**src/rtl/counter_cmd_pkg.sv**
```systemverilog
// Shared types and defaults for the counter command decoder: FSM states,
// decoded command kinds and default widths.
package counter_cmd_pkg;

    localparam int DEFAULT_WIDTH = 8;
    localparam int DEFAULT_CW    = 16;

    typedef enum logic {
        ST_UNSYNC = 1'b0,
        ST_SYNC   = 1'b1
    } state_t;

    typedef enum logic [1:0] {
        CMD_UP     = 2'd0,
        CMD_DOWN   = 2'd1,
        CMD_PRESET = 2'd2
    } cmd_t;

endpackage

```
**src/rtl/sat_counter.sv**
```systemverilog
// Event counter that sticks at all-ones; clear beats a same-cycle increment.
module sat_counter #(
    parameter int CW = 16
) (
    input  logic          clk,
    input  logic          rst_n,
    input  logic          clr,
    input  logic          inc,
    output logic [CW-1:0] count
);

    always_ff @(posedge clk) begin
        if (!rst_n) begin
            count <= '0;
        end else if (clr) begin
            count <= '0;
        end else if (inc && (count != {CW{1'b1}})) begin
            count <= count + CW'(1);
        end
    end

endmodule

```
**src/rtl/counter_cmd_decoder.sv**
```systemverilog
// Watches an up/down/preset counter and reconstructs the command that moved it
// between consecutive samples, with a one-deep output register and statistics.
module counter_cmd_decoder
    import counter_cmd_pkg::*;
#(
    parameter int WIDTH = DEFAULT_WIDTH,
    parameter int CW    = DEFAULT_CW
) (
    input  logic             clk,
    input  logic             rst_n,
    input  logic             cnt_valid,
    input  logic [WIDTH-1:0] cnt_in,
    output logic             cmd_valid,
    input  logic             cmd_ready,
    output logic             cmd_preset,
    output logic             cmd_updown,
    output logic [WIDTH-1:0] cmd_data,
    output logic             synced,
    output logic [CW-1:0]    up_count,
    output logic [CW-1:0]    down_count,
    output logic [CW-1:0]    preset_count,
    output logic             overflow,
    input  logic             clear_stats,
    output logic             fsm_state
);

    state_t           state;
    state_t           state_next;
    logic [WIDTH-1:0] prev;
    logic [WIDTH-1:0] prev_next;
    logic [WIDTH-1:0] prev_inc;
    logic [WIDTH-1:0] prev_dec;
    cmd_t             cmd_kind;
    logic             new_cmd;
    logic             load;
    logic             drop;

    assign prev_inc = prev + WIDTH'(1);
    assign prev_dec = prev - WIDTH'(1);

    always_ff @(posedge clk) begin
        if (!rst_n) begin
            state <= ST_UNSYNC;
            prev  <= '0;
        end else begin
            state <= state_next;
            prev  <= prev_next;
        end
    end

    // Priority up > down > preset also settles WIDTH=1, where +1 and -1 coincide.
    always_comb begin
        state_next = state;
        prev_next  = prev;
        new_cmd    = 1'b0;
        cmd_kind   = CMD_PRESET;
        if (cnt_in == prev_inc) begin
            cmd_kind = CMD_UP;
        end else if (cnt_in == prev_dec) begin
            cmd_kind = CMD_DOWN;
        end
        if (cnt_valid) begin
            prev_next = cnt_in;
            case (state)
                ST_UNSYNC: state_next = ST_SYNC;
                ST_SYNC:   new_cmd    = 1'b1;
                default:   state_next = ST_UNSYNC;
            endcase
        end
    end

    assign synced    = (state == ST_SYNC);
    assign fsm_state = state;

    // Handshake: a command transfers at an edge where cmd_valid && cmd_ready;
    // once cmd_valid rises, cmd_valid and cmd_* stay frozen until that transfer.
    // A new command arriving while the held one is stalled is dropped, not queued.
    assign load = new_cmd && (!cmd_valid || cmd_ready);
    assign drop = new_cmd && cmd_valid && !cmd_ready;

    always_ff @(posedge clk) begin
        if (!rst_n) begin
            cmd_valid  <= 1'b0;
            cmd_preset <= 1'b0;
            cmd_updown <= 1'b0;
            cmd_data   <= '0;
        end else if (load) begin
            cmd_valid  <= 1'b1;
            cmd_preset <= (cmd_kind == CMD_PRESET);
            cmd_updown <= (cmd_kind == CMD_UP);
            cmd_data   <= cnt_in;
        end else if (cmd_valid && cmd_ready) begin
            cmd_valid  <= 1'b0;
        end
    end

    always_ff @(posedge clk) begin
        if (!rst_n) begin
            overflow <= 1'b0;
        end else if (clear_stats) begin
            overflow <= 1'b0;
        end else if (drop) begin
            overflow <= 1'b1;
        end
    end

    // Statistics count every decoded command, including dropped ones.
    sat_counter #(.CW(CW)) u_up_cnt (
        .clk   (clk),
        .rst_n (rst_n),
        .clr   (clear_stats),
        .inc   (new_cmd && (cmd_kind == CMD_UP)),
        .count (up_count)
    );

    sat_counter #(.CW(CW)) u_down_cnt (
        .clk   (clk),
        .rst_n (rst_n),
        .clr   (clear_stats),
        .inc   (new_cmd && (cmd_kind == CMD_DOWN)),
        .count (down_count)
    );

    sat_counter #(.CW(CW)) u_preset_cnt (
        .clk   (clk),
        .rst_n (rst_n),
        .clr   (clear_stats),
        .inc   (new_cmd && (cmd_kind == CMD_PRESET)),
        .count (preset_count)
    );

endmodule
```
**config.mk**
```make
export PLATFORM = sky130hd
export DESIGN_NAME = counter_cmd_decoder
export DESIGN_NICKNAME = d
export VERILOG_FILES = /design/src/rtl/counter_cmd_pkg.sv /design/src/rtl/sat_counter.sv /design/src/rtl/counter_cmd_decoder.sv
export SDC_FILE = /design/constraint.sdc
export NUM_CORES = 1
export LEC_CHECK = 0
export BUFFER_PORTS_ARGS = -buffer_cell sky130_fd_sc_hd__buf_4
export CAP_MARGIN = 20
export CORE_MARGIN = 2
export CORE_UTILIZATION = 44
export DETAILED_ROUTE_END_ITERATION = 10
export PLACE_DENSITY = 0.63
export SYNTH_ARGS = -nofsm -noshare
export SYNTH_HDL_FRONTEND = slang
export SYNTH_SLANG_ARGS = --single-unit
```
**constraint.sdc**
```tcl
create_clock -name clk -period 3.5 [get_ports clk]
set_input_delay 0.7 -clock clk [delete_from_list [all_inputs] [get_ports clk]]
set_output_delay 0.7 -clock clk [all_outputs]
set_load 0.02 [all_outputs]
```
### Word-level counts from Yosys, hierarchy flattened

Index checks and enable logic that the tools add are counted.

| operators by class | value |
|---|---|
| $add $sub $neg | 5 |
| equality and inequality tests | 7 |
| bitwise gates (word level) | 1 |
| reductions and logical operators | 16 |
| mux-type cells | 6 |

Operators with widths:

| cell | number |
|---|---|
| $add A16 B1 Y16 const B | 3 |
| $ne A16 B16 Y1 const B | 3 |
| $eq A8 B8 Y1 | 2 |
| $logic_and A1 B1 Y1 | 10 |
| $add A8 B1 Y8 const B | 1 |
| $sub A8 B1 Y8 const B | 1 |
| $mux W1 | 4 |
| $mux W2 | 2 |
| $eq A2 B1 Y1 const B | 1 |
| $eq A2 B2 Y1 const B | 1 |
| $logic_not A1 Y1 | 2 |
| $logic_not A2 Y1 | 1 |
| $reduce_bool A2 Y1 | 1 |
| $reduce_or A2 Y1 | 1 |
| $logic_or A1 B1 Y1 | 1 |
| $not A1 Y1 | 1 |

| word-level totals | value |
|---|---|
| output and inout port bits | 62 |
| input bits | 13 |
| register bits after elaboration | 69 |

### Longest topological paths before layout

| logic depth | value |
|---|---|
| word-level depth | 7 |
| gate-level depth with buffers | 11 |

### Cells and area by module

From an unflattened synthesis, not the netlist that was laid out.

| second synthesis, totals | value |
|---|---|
| cells, all modules | 423 |
| area total of the unflattened synthesis | 3871.2 µm² |

Modules (own cells, without submodules):

| module | area each (µm²) | cells an instance | instances |
|---|---|---|---|
| sat_counter | 864.6 | 91 | 3 |
| counter_cmd_decoder | 1277.5 | 150 | 1 |

### Worst setup path after synthesis

OpenSTA, ideal clock, no wires.

| timing | value |
|---|---|
| path type | in2reg |
| start | input cnt_in[7] |
| end | register u_up_cnt.count[7] |
| arrival | 2.777 ns |
| required time | 3.430 ns |
| cell stages on the path | 8 |
| setup slack | 0.653 ns |
| buffers on the path | 1 |
| cells stage by stage | xnor2_1 -> or4_1 -> a211oi_2 -> o2111ai_1 -> or2_1 -> clkbuf_2 -> or4_1 -> a21oi_1 |

| between the ends | value |
|---|---|
| word-level cells in the longest chain between the ends | 6 |

Ends and longest elaborated chain:

| what | RTL line | source |
|---|---|---|
| start, declared | counter_cmd_decoder.sv:12 | `input logic [WIDTH-1:0] cnt_in,` |
| $eq A8 B8 Y1 | counter_cmd_decoder.sv:59 | `end else if (cnt_in == prev_dec) begin` |
| $mux W2 | counter_cmd_decoder.sv:59 |  |
| $mux W2 (*) | counter_cmd_decoder.sv:57 | `if (cnt_in == prev_inc) begin` |
| $logic_not A2 Y1 (*) | counter_cmd_decoder.sv:112 | `.inc (new_cmd && (cmd_kind == CMD_UP)),` |
| $logic_and A1 B1 Y1 (*) | counter_cmd_decoder.sv:112 |  |
| $logic_and A1 B1 Y1 (*) | sat_counter.sv:17 | `end else if (inc && (count != {CW{1'b1}})) begin` |
| end signal, assigned | sat_counter.sv:18 | `count <= count + CW'(1);` |
| end, declared | sat_counter.sv:9 | `output logic [CW-1:0] count` |

Every way passes the cells marked *; elsewhere a longest branch is shown, timed or not.
A chain may end at the register's enable or synchronous reset.

### Final worst setup path

| timing | value |
|---|---|
| start | register prev[0] |
| end | register u_down_cnt.count[15] |

| between the ends | value |
|---|---|
| word-level cells in the longest chain between the ends | 7 |

Ends and longest elaborated chain:

| what | RTL line | source |
|---|---|---|
| start, declared | counter_cmd_decoder.sv:29 | `logic [WIDTH-1:0] prev;` |
| start signal, assigned | counter_cmd_decoder.sv:47 | `prev <= prev_next;` |
| $sub A8 B1 Y8 | counter_cmd_decoder.sv:39 | `assign prev_dec = prev - WIDTH'(1);` |
| $eq A8 B8 Y1 | counter_cmd_decoder.sv:59 |  |
| $mux W2 | counter_cmd_decoder.sv:59 |  |
| $mux W2 (*) | counter_cmd_decoder.sv:57 |  |
| $eq A2 B1 Y1 (*) | counter_cmd_decoder.sv:120 | `.inc (new_cmd && (cmd_kind == CMD_DOWN)),` |
| $logic_and A1 B1 Y1 (*) | counter_cmd_decoder.sv:120 |  |
| $logic_and A1 B1 Y1 (*) | sat_counter.sv:17 |  |
| end signal, assigned | sat_counter.sv:18 |  |
| end, declared | sat_counter.sv:9 |  |

Marks and branches as above.

==> results_dict.tcl <==
set metrics [dict create \
    totalWireLength_um 9700 \
    run_status "finished, final reports clean" \
    globalRouteMet3Util_pct 3.68 \
    1st_pass_router_iterations 4 \
    power.ir.vdd_worst_mv 0.198 \
    clk_root_buffer_cell "sky130_fd_sc_hd__clkbuf_8" \
    worst_clock_skew_ns 0.0100 \
    max_slew_headroom_pct 48.0 \
    grt_overflow_total 0 \
    antenna_violating_nets_post_route 0 \
    worstPathRequired_ns 3.77 \
    syn_area_per_cell_um2 8.23 \
    worstPathMaxFanout 23 \
    largest_net_degree_at_the_start_of_global_routing 27 \
    post_synth_inst_count 459 \
    via_per_inst 5.74 \
    netlist.area_leader.share_pct 36.6 \
    detailedPlacementHpwl_um 6960 \
    groute.usage.overall_pct 20.6 \
    postCtsHoldBufs 0 \
    die-area_um2 9350 \
    multi_input_comb_area_um2 2250 \
    timing.hold.ws_ns 0.468 \
    grt.busiest_layer "met2" \
    crit_path_buffers_inverters 2 \
    yosys.cell_count.top_type "sky130_fd_sc_hd__dfxtp_1" \
    cts.htree.levels 3 \
    fin_crit_sh_pct 84.9 \
    synth.yosys.warnings 0 \
    netlist.top_cell.by_area "sky130_fd_sc_hd__dfxtp_1" \
    setup_total_negative_slack_ns 0 \
    total_power_mw 1.71 \
    power_leakage_nw 1.66 \
    endpoint_kind "flip-flop" \
    layout.core_utilization_pct 56.3 \
    cpPeakStageDelay_ns 0.55 \
    global_route.usage.met2_pct 34.6 \
    start_util_pct 45.8 \
    io-pin-count 75 \
    count_of_fill_cells_added_during_filler_insertion 785 \
    gp_routability_congestion 0.863 \
    power_dens_cells_nw_per_um2 367 \
    min_period_ns 2.97 \
    tightestPinTransition_ns 0.775 \
    total_clock_buffers_created_by_cts 9 \
    max_root_sink_buffers 2 \
    io_buffers 74 \
    areaGrowthSynthToFinish_pct 23.0 \
    synth-edff-count 0 \
    grt_first_pass_wirelength_um 16200 \
    clk_pin_slew_ns 0.08 \
    cp_data_arrival_time_ns 3.24 \
    crit_path_top_delay_cell "sky130_fd_sc_hd__dfxtp_1" \
    ys_dominant_reg_cell "sky130_fd_sc_hd__dfxtp_1" \
    num_rows 33 \
    hp_class "flip-flop to flip-flop" \
    cp_cell_sequence "inv_1, ha_1, xnor2_1, a31oi_1, nor3_1, o221a_2, nand4_1, buf_4, or4_1, a21oi_1" \
    number_of_antenna_violations_at_the_first_check_in_global_routing 0 \
    drtIter0Drc 92 \
    max_freq_ghz 0.336 \
    ys_top_cells_by_count "69 x sky130_fd_sc_hd__dfxtp_1, 52 x sky130_fd_sc_hd__nand2_1, 24 x sky130_fd_sc_hd__nand3_1" \
    antenna_cells 0 \
    cts_resized 0 \
    post_synth_main_area_contributors "sky130_fd_sc_hd__dfxtp_1 37%, sky130_fd_sc_hd__nand2_1 5.2%, sky130_fd_sc_hd__mux2i_1 4.2%" \
    startpoint_class_of_the_critical_path "flip-flop" \
    detail_route.wl_per_cell_um 15.3 \
    endpoints_failing_setup 0 \
    core_um2 8260 \
    synthDistinctLibCells 56 \
    postCtsSetupBuffers 0 \
    layout.area.seq_um2 1380 \
    slew_viol_final 0 \
    die-height_um 96.7 \
    syn_area_um2 3780 \
    cts_tree "built" \
    cts.sinks 69 \
    drt_drc_violations_left 0 \
    gr-usage-met1_pct 26.4 \
    finalHoldViolCount 0 \
    max-cap-violations 0 \
    worst_path_dominant_cell_family "simple AND/OR/NAND/NOR gates" \
    vias_in_the_first_global_route 3436 \
    synth-async-reset-ratio_pct 0 \
    ys_ff_latch 69 \
    timing.setup.critical_path_class "flip-flop to flip-flop" \
    layout.nets 543 \
    synth_sequential_area_ratio_pct 36.6 \
    syn-num-nets 477 \
    chipWidth_um 96.7 \
    clk-insertion-delay-late_ns 0.35 \
    rsz0062_at_grt "no" \
    route.vias.total 3648 \
    layout-drive-gt1-share_pct 20.6 \
]
## sequential cells by signal, summed over array words and instances (netlist names)
register / cells
u_preset_cnt.count: 16
cmd_valid: 1
u_up_cnt.count: 16
cmd_data: 8
cmd_preset: 1
u_down_cnt.count: 16
fsm_state: 1
prev: 8
cmd_updown: 1
overflow: 1
## worst min-delay path, stage by stage, from the launching register on
cell and delay [ns]:
sky130_fd_sc_hd__dfxtp_1 0.31, sky130_fd_sc_hd__nand2_1 0.04, sky130_fd_sc_hd__a21boi_0 0.07
## cell usage in the layout, fill, tap and decap left out, types with 3 or more instances in the layout
cell type                  count
sky130_fd_sc_hd__and3_1        8
sky130_fd_sc_hd__o41ai_1       6
sky130_fd_sc_hd__nand3_1      24
sky130_fd_sc_hd__o311ai_0      4
sky130_fd_sc_hd__and2_1        3
sky130_fd_sc_hd__nor2_1       22
sky130_fd_sc_hd__a31o_2        3
sky130_fd_sc_hd__ha_1          5
sky130_fd_sc_hd__mux2i_1      16
sky130_fd_sc_hd__o211a_1       3
sky130_fd_sc_hd__o211ai_1      4
sky130_fd_sc_hd__buf_4        83
sky130_fd_sc_hd__clkbuf_8      9
sky130_fd_sc_hd__inv_1        12
sky130_fd_sc_hd__a21boi_0      9
sky130_fd_sc_hd__nand2_1      52
sky130_fd_sc_hd__nor4_1       14
sky130_fd_sc_hd__o31a_1        4
sky130_fd_sc_hd__nor2b_1      12
sky130_fd_sc_hd__xnor2_1      18
sky130_fd_sc_hd__dfxtp_1      69
sky130_fd_sc_hd__nand4_1      13
sky130_fd_sc_hd__nand2b_1     13
sky130_fd_sc_hd__o21a_1        5
sky130_fd_sc_hd__or3_1         6
sky130_fd_sc_hd__nor3_1       12
sky130_fd_sc_hd__o31ai_1      11
sky130_fd_sc_hd__o21ai_0      11
sky130_fd_sc_hd__a21oi_1      23
sky130_fd_sc_hd__or4_1        14
## per-stage QoR
stage	instances	instance area [µm²]	worst slack (ns)
final	635	4650	0.528
after global routing	635	4650	0.303
after CTS	635	4650	0.534
after detailed placement	619	4430	0.358
after global placement	619	4430	0.407
after floorplan	459	3780	0.653
## final cells by class
class	instances	share of cell area (%)
multi-input cells	350	48.3
clock inverters	7	2.10
clock buffers	9	2.66
well taps	105	2.83
inverters	12	0.969
flip-flops and latches	69	29.7
repair buffers	83	13.4
## power breakdown
part / internal (mW) / switching, mW / total (mW)
sequential: 0.796 / 0.0171 / 0.813
combinational: 0.0646 / 0.0921 / 0.157
clock: 0.403 / 0.333 / 0.736
## layer usage
layer	part of all wire (%)	vias up
met5	0	-
met1	46	1710
met4	1.3	0
met2	48	89
li1	-	1839
met3	4.7	10
## final timing paths
path / from / to / slack [ns] / cells past startpoint
setup reg to reg: prev[0] / u_down_cnt.count[15] / 0.53 / 10
setup / recovery: prev[0] / u_down_cnt.count[15] / 0.53 / 10
hold reg to reg: cmd_data[0] / cmd_data[0] / 0.47 / 2
hold / removal: cmd_data[0] / cmd_data[0] / 0.47 / 2
## cell families after synthesis
logic type	share of synthesized area, %
and+or+nand+nor	30.0
AOI/OAI and AO/OA	18.7
DFF	36.6
buffers and inverters	4.27
xor gates and xnor gates	4.64
muxes	4.24
adders and majority gates	1.66
No activity file was read; power rests on OpenSTA's default activity.
